<file path="config.mk">
export PLATFORM = sky130hd
export DESIGN_NAME = satd_sequencer
export DESIGN_NICKNAME = d
export VERILOG_FILES = /design/src/rtl/satd_sequencer.sv
export SDC_FILE = /design/constraint.sdc
export NUM_CORES = 1
export LEC_CHECK = 0
export ABC_AREA = 0
export CAP_MARGIN = 20
export CORE_MARGIN = 3
export CORE_UTILIZATION = 46
export DETAILED_ROUTE_END_ITERATION = 16
export PLACE_DENSITY = 0.84
export SLEW_MARGIN = 10
export SYNTH_ARGS = -nofsm -noshare
export SYNTH_HDL_FRONTEND = slang
export SYNTH_SLANG_ARGS = --single-unit
</file>
<file path="constraint.sdc">
create_clock -name clk -period 4.1 [get_ports clk]
set_clock_uncertainty 0.2 [all_clocks]
set_input_delay 0.615 -clock clk [delete_from_list [all_inputs] [get_ports clk]]
set_output_delay 0.615 -clock clk [all_outputs]
set_load 0.05 [all_outputs]
</file>
<file path="src/rtl/satd_sequencer.sv">
// satd_sequencer: control FSM for a 4x4 SATD datapath.
//   The flow is IDLE -> CLEAR -> LOAD (4 row beats) -> COLT (4 column passes)
//   -> DONE, which waits for the result handshake.
// Ports:
//   clk, rst (async active-low), start        - control inputs
//   in_valid / in_ready                        - row-beat handshake
//   ENABLE_DIFF, RESET_DIFF                    - difference stage enable/clear
//   HAD_ROW_EN, ROW_IDX                        - horizontal transform, row index
//   HAD_COL_EN, COL_IDX                        - vertical transform, column index
//   ACC_CLR, ACC_EN                            - absolute-sum accumulator
//   out_valid / out_ready                      - result handshake
//   busy                                       - high whenever not IDLE
//   COUNTER                                    - completed blocks, wraps at 16
// Config macro: SATD_BLOCK_CNT_EN builds the completed-block counter;
//   without it COUNTER is tied to 0 and no counter flops exist.
module satd_sequencer #(
  parameter int ROWS = 4
) (
  input  logic       clk,
  input  logic       rst,
  input  logic       start,
  input  logic       in_valid,
  output logic       in_ready,
  output logic       ENABLE_DIFF,
  output logic       RESET_DIFF,
  output logic       HAD_ROW_EN,
  output logic [1:0] ROW_IDX,
  output logic       HAD_COL_EN,
  output logic [1:0] COL_IDX,
  output logic       ACC_CLR,
  output logic       ACC_EN,
  output logic       out_valid,
  input  logic       out_ready,
  output logic       busy,
  output logic [3:0] COUNTER
);

  typedef enum logic [2:0] {IDLE, CLEAR, LOAD, COLT, DONE} state_e;

  localparam logic [1:0] LAST = 2'(ROWS - 1);

  state_e     state_q, state_d;
  logic [1:0] row_q, row_d;
  logic [1:0] col_q, col_d;
  logic       in_ready_q, in_ready_d;
  logic       reset_diff_q, reset_diff_d;
  logic       col_en_q, col_en_d;
  logic       out_valid_q, out_valid_d;
  logic       busy_q, busy_d;
  logic       accept;
  logic       done_hs;

  // in_ready is a flop, so accept is a flop ANDed with the input handshake.
  assign accept  = in_ready_q & in_valid;
  assign done_hs = (state_q == DONE) & out_ready;

  always_comb begin
    state_d = state_q;
    row_d   = row_q;
    col_d   = col_q;
    case (state_q)
      IDLE:  if (start) state_d = CLEAR;
      CLEAR: begin
        state_d = LOAD;
        row_d   = '0;
      end
      LOAD: if (accept) begin
        row_d = row_q + 2'd1;             // wraps to 0 after the last row
        if (row_q == LAST) begin
          state_d = COLT;
          col_d   = '0;
        end
      end
      COLT: begin
        col_d = col_q + 2'd1;
        if (col_q == LAST) state_d = DONE;
      end
      DONE:    if (out_ready) state_d = IDLE;
      default: state_d = IDLE;
    endcase
    // Outputs are decoded from the next state so they line up with it.
    in_ready_d   = (state_d == LOAD);
    reset_diff_d = (state_d == CLEAR);
    col_en_d     = (state_d == COLT);
    out_valid_d  = (state_d == DONE);
    busy_d       = (state_d != IDLE);
  end

  always_ff @(posedge clk or negedge rst) begin
    if (!rst) begin
      state_q      <= IDLE;
      row_q        <= '0;
      col_q        <= '0;
      in_ready_q   <= 1'b0;
      reset_diff_q <= 1'b0;
      col_en_q     <= 1'b0;
      out_valid_q  <= 1'b0;
      busy_q       <= 1'b0;
    end else begin
      state_q      <= state_d;
      row_q        <= row_d;
      col_q        <= col_d;
      in_ready_q   <= in_ready_d;
      reset_diff_q <= reset_diff_d;
      col_en_q     <= col_en_d;
      out_valid_q  <= out_valid_d;
      busy_q       <= busy_d;
    end
  end

  assign in_ready   = in_ready_q;
  // Row strobes fire in the accept cycle itself so the datapath writes the
  // row being presented; ROW_IDX already holds that row's index.
  assign ENABLE_DIFF = accept;
  assign HAD_ROW_EN  = accept;
  assign ROW_IDX     = row_q;
  assign RESET_DIFF  = reset_diff_q;
  assign ACC_CLR     = reset_diff_q;
  assign HAD_COL_EN  = col_en_q;
  assign ACC_EN      = col_en_q;
  assign COL_IDX     = col_q;
  assign out_valid   = out_valid_q;
  assign busy        = busy_q;

`ifdef SATD_BLOCK_CNT_EN
  logic [3:0] cnt_q, cnt_d;

  always_comb begin
    cnt_d = cnt_q;
    if (done_hs) cnt_d = cnt_q + 4'd1;    // natural wrap 15 -> 0
  end

  always_ff @(posedge clk or negedge rst) begin
    if (!rst) cnt_q <= '0;
    else      cnt_q <= cnt_d;
  end

  assign COUNTER = cnt_q;
`else
  logic unused_done_hs;
  assign unused_done_hs = done_hs;
  assign COUNTER        = '0;
`endif

endmodule

</file>
==> Word-level counts from Yosys, hierarchy flattened <==
Index checks and enable logic that the tools add are counted.
{ "classes": {"n_addsub": 2, "n_eq_ne": 12, "muxes": 11, "bitwise_logic": 1, "n_reduce_logical": 6} }
{ "op_table": {"columns": ["cell", "count"], "rows": [
  ["two-way mux 3 bit", 5],
  ["one-hot mux 3 bit (5 select lines)", 1],
  ["equality test 3 x 2 -> 1 bit, second input constant", 4],
  ["one-hot mux 2 bit (2 select lines)", 2],
  ["equality test 3 x 1 -> 1 bit, second input constant", 2],
  ["equality test 3 bit, second input constant", 2],
  ["two-way mux 2 bit", 3],
  ["adder 2 x 1 -> 2 bit, second input constant", 2],
  ["equality test 2 bit, second input constant", 2],
  ["!= test 2 bit, second input constant", 2],
  ["nonzero test 2 bit", 2],
  ["logical NOT 3 bit", 1],
  ["AND reduction 3 bit", 1],
  ["nonzero test 3 bit", 1],
  ["AND reduction 2 bit", 1],
  ["AND 1 bit", 1]
]} }
{ "totals": {"reg_bits": 12, "input_bits": 5, "wordCells": 40} }

==> Longest topological paths before layout <==
{ "logic_depth": {"depth_word": 5, "depth_mapped": 4} }

==> Worst setup path after synthesis <==
No wires, ideal clock.
{ "synth_path": {"path_kind": "reg-to-output", "start": "register in_ready_q, in the netlist in_ready", "end": "output port HAD_ROW_EN", "arrival_time_ps": 1445, "required_ps": 3285, "slack_ps": 1840, "stages_incl_launch_ff": 3, "path_buffers": 1, "cell_sequence": "dfrtp_1 and2_1 buf_4"} }
{ "synth_between": {"elab_chain_len": 1} }
{ "synth_rtl": {"columns": ["item", "line_no", "source"], "rows": [
  ["start, declared", "45", "logic in_ready_q, in_ready_d;"],
  ["start signal, assigned", "103", "in_ready_q <= in_ready_d;"],
  ["AND 1 bit", "54", "assign accept = in_ready_q & in_valid;"],
  ["end, declared", "26", "output logic HAD_ROW_EN,"]
]} }
Every way passes these cells.

==> Worst setup path in the final report <==
{ "layout_path": {"start": "input port in_valid", "end": "output port HAD_ROW_EN"} }
{ "layout_between": {"elab_chain_len": 1} }
{ "layout_rtl": {"columns": ["item", "line_no", "source"], "rows": [
  ["start, declared", "22", "input logic in_valid,"],
  ["AND 1 bit", "54", null]
]} }
Every way passes these cells.

==> flow_metrics.py <==
metrics = {
    "floorplanning": {
        "die_w_um": 43.3,
        "ios": 22,
        "start_util_pct": 53.3,
        "die_h_um": 43.3,
        "rows": 12,
        "coreArea_mm2": 0.00120,
        "die_area_mm2": 0.00188,
    },
    "sta": {
        "final-hold-violation-count": 0,
        "tns_ps": 0,
        "setup_violations": 0,
        "maxSlewViolCount": 0,
        "tightest_slew_ps": 531,
        "period_share_pct": 71.7,
        "slew_headroom_pct": 64.5,
        "max_freq_mhz": 340,
        "timing.final.ws_setup_ps": 1160,
        "rsz0062_at_grt": "false",
        "min_period_ps": 2940,
        "hold_slack_ps": 361,
    },
    "placement": {
        "numPortBuffers": 17,
        "hpwl_um": 893,
        "dpl-instance-area_um2": 759,
        "place_congestion": 0.769,
        "pre_cts_slack_ps": 1180,
    },
    "clocking": {
        "cts_resized": 0,
        "post_cts_buffers": 0,
        "clk_latency_ps": 270,
        "htree_num_levels": 1,
        "hold_buffers": 0,
        "clock_sinks": 12,
        "root_buffer": "clkbuf_4",
        "cts.path.max_buffers": 2,
        "cts_tree": "done",
        "numCtsBuffers": 3,
        "path_clk_slew_ps": 70,
    },
    "worst_setup_path": {
        "startpoint_type": "input port",
        "crit_type": "input port to output port",
        "required_ps": 3280,
        "critPathArrivalTime_ps": 2120,
        "critPathCaptureType": "output port",
        "critPathMaxFanout": 3,
    },
    "detailed_routing": {
        "drc": 0,
        "wl_per_cell_um": 13.7,
        "antenna_left": 0,
        "dr.pass1.iters": 4,
        "drt_iter0_markers": 17,
        "viasPerCell": 5.52,
        "vias": 486,
        "wl_um": 1210,
    },
    "final_layout": {
        "fin_area_um2": 782,
        "synthToLayoutAreaGrowth_pct": 22.1,
        "fin_nets": 83,
        "antenna_cells": 0,
        "multiInputGateArea_um2": 264,
        "seq_area_um2": 300,
        "n_fill_cell": 106,
        "drive_gt1_share_pct": 10.8,
    },
    "power": {
        "ir_drop_v": 0.000416,
        "p_int_mw": 0.341,
        "switching_share_pct": 51.0,
        "power_density_mw_per_mm2": 889,
        "pwr-share-clk_pct": 10.3,
        "p_comb_share_pct": 58.8,
        "leakage_nw": 0.335,
        "switching_power_mw": 0.355,
        "pwr-share-seq_pct": 31.0,
    },
    "synth": {
        "synth_top_family_by_area": "simple AND/OR/NAND/NOR gates",
        "synthXorXnorAreaFrac_pct": 1.37,
        "ys_types": 23,
        "ys_seq_area_share_pct": 46.9,
        "synth_cells": 61,
        "synthSimpleGateAreaFrac_pct": 22.5,
        "syn_area_um2": 641,
        "synthMuxAreaShare_pct": 0,
        "ys.warnings.count": 0,
        "syn_avg_cell_area_um2": 10.5,
        "synth-seq-cells": 12,
        "synth_compound_area_share_pct": 11.1,
        "synth_fa_ha_area_share_pct": 3.91,
    },
    "global_routing": {
        "grt_max_degree": 14,
        "groute.usage.overall_pct": 14.3,
        "antenna_found_initial": 0,
        "gr-total-overflow": 0,
        "grt_pass1_vias": 453,
        "grt_pass1_wl_um": 2000,
    },
    "run_status": {
        "status": "finished clean",
    },
    "hold_path": {
        "hold_path.class": "flip-flop to flip-flop",
    },
    "flow_run": {
        "drv_cap": 0,
    },
}
==> kinds of logic after synthesis <==
family / after synthesis
other: 1
xor gates and xnor gates: 1
and+or+nand+nor: 22
buffers and inverters: 12
DFF: 12
AOI/OAI and AO/OA: 11
adders and majority gates: 2
==> flip-flops by register name, summed over array words and instances (netlist names) <==
name	count
ACC_CLR	1
ACC_EN	1
COL_IDX	2
ROW_IDX	2
busy	1
in_ready	1
out_valid	1
state_q	3
==> cell usage after synthesis <==
master / count / area share (%)
nand2_1: 3 / 1.8
o22ai_2: 1 / 2.0
a31oi_1: 1 / 0.98
and2_1: 1 / 0.98
or2_2: 1 / 0.98
buf_4: 7 / 8.2
dfrtp_1: 12 / 47
o21ai_0: 7 / 5.5
nand3_1: 6 / 4.7
ha_1: 2 / 3.9
buf_2: 1 / 0.78
a2bb2oi_1: 1 / 1.4
nor2_1: 2 / 1.2
xnor2_1: 1 / 1.4
nor4bb_4: 1 / 3.9
buf_6: 2 / 3.5
o21ai_2: 1 / 1.4
nand3b_1: 3 / 3.5
nor4b_1: 1 / 1.4
and3_4: 1 / 1.8
nor3_1: 3 / 2.3
conb_1: 1 / 0.59
inv_1: 2 / 1.2
==> layout make-up <==
cell class,count,share of cell area [%]
sequential,12,38.4
multi-input combinational,40,33.8
inverter,2,0.960
timing repair buffer,17,21.8
tap,14,2.24
clock buffer,3,2.88
==> cell usage in the layout (no fill, tap or decap), drive strengths merged <==
cell           count
a2bb2oi            1
a31oi              1
and2               1
and3               1
clkbuf             3
clkdlybuf4s50     17
conb               4
dfrtp             12
ha                 2
inv                2
nand2              3
nand3              6
nand3b             3
nor2               2
nor3               3
nor4b              1
nor4bb             1
o21ai              8
o22ai              1
or2                1
xnor2              1
==> critical path: stages <==
cell and delay, ps:
clkdlybuf4s50_1 510, and2_1 170, clkdlybuf4s50_1 830
==> power by group through the flow <==
stage	logic, mW	registers (mW)	clock network (mW)
final	0.409	0.216	0.0714
after CTS	0.411	0.215	0.0716
after global placement	0.398	0.215	0
after global routing	0.429	0.226	0.0773
after floorplan	0.209	0.315	0
after detailed placement	0.407	0.218	0
==> per-stage QoR <==
stage | util, % | total power, mW | instances
final | 65.1 | 0.695 | 88
after CTS | 65.1 | 0.698 | 88
after detailed placement | 63.2 | 0.625 | 85
after floorplan | - | 0.524 | 64
after global placement | 63.2 | 0.613 | 85
after global routing | 65.1 | 0.732 | 88
==> worst paths after layout <==
path	endpoint	depth (start not counted)	from	slack [ps]
hold reg to reg	COL_IDX[0]	2	COL_IDX[0]	360
setup reg to reg	COL_IDX[0]	3	state_q[1]	2520
max in group asynchronous	state_q[1]	1	rst	2860
min in group asynchronous	ACC_CLR	1	rst	490
setup / recovery	HAD_ROW_EN	3	in_valid	1160
hold / removal	COL_IDX[0]	2	COL_IDX[0]	360
==> routing by layer <==
layer,wire (um),up-vias,GRT usage [%]
li1,-,232,-
met4,27,0,7.23
met5,0,-,0
met2,603,16,24.2
met3,66,5,2.54
met1,512,233,17.2
(Power assumes the default switching activity.)
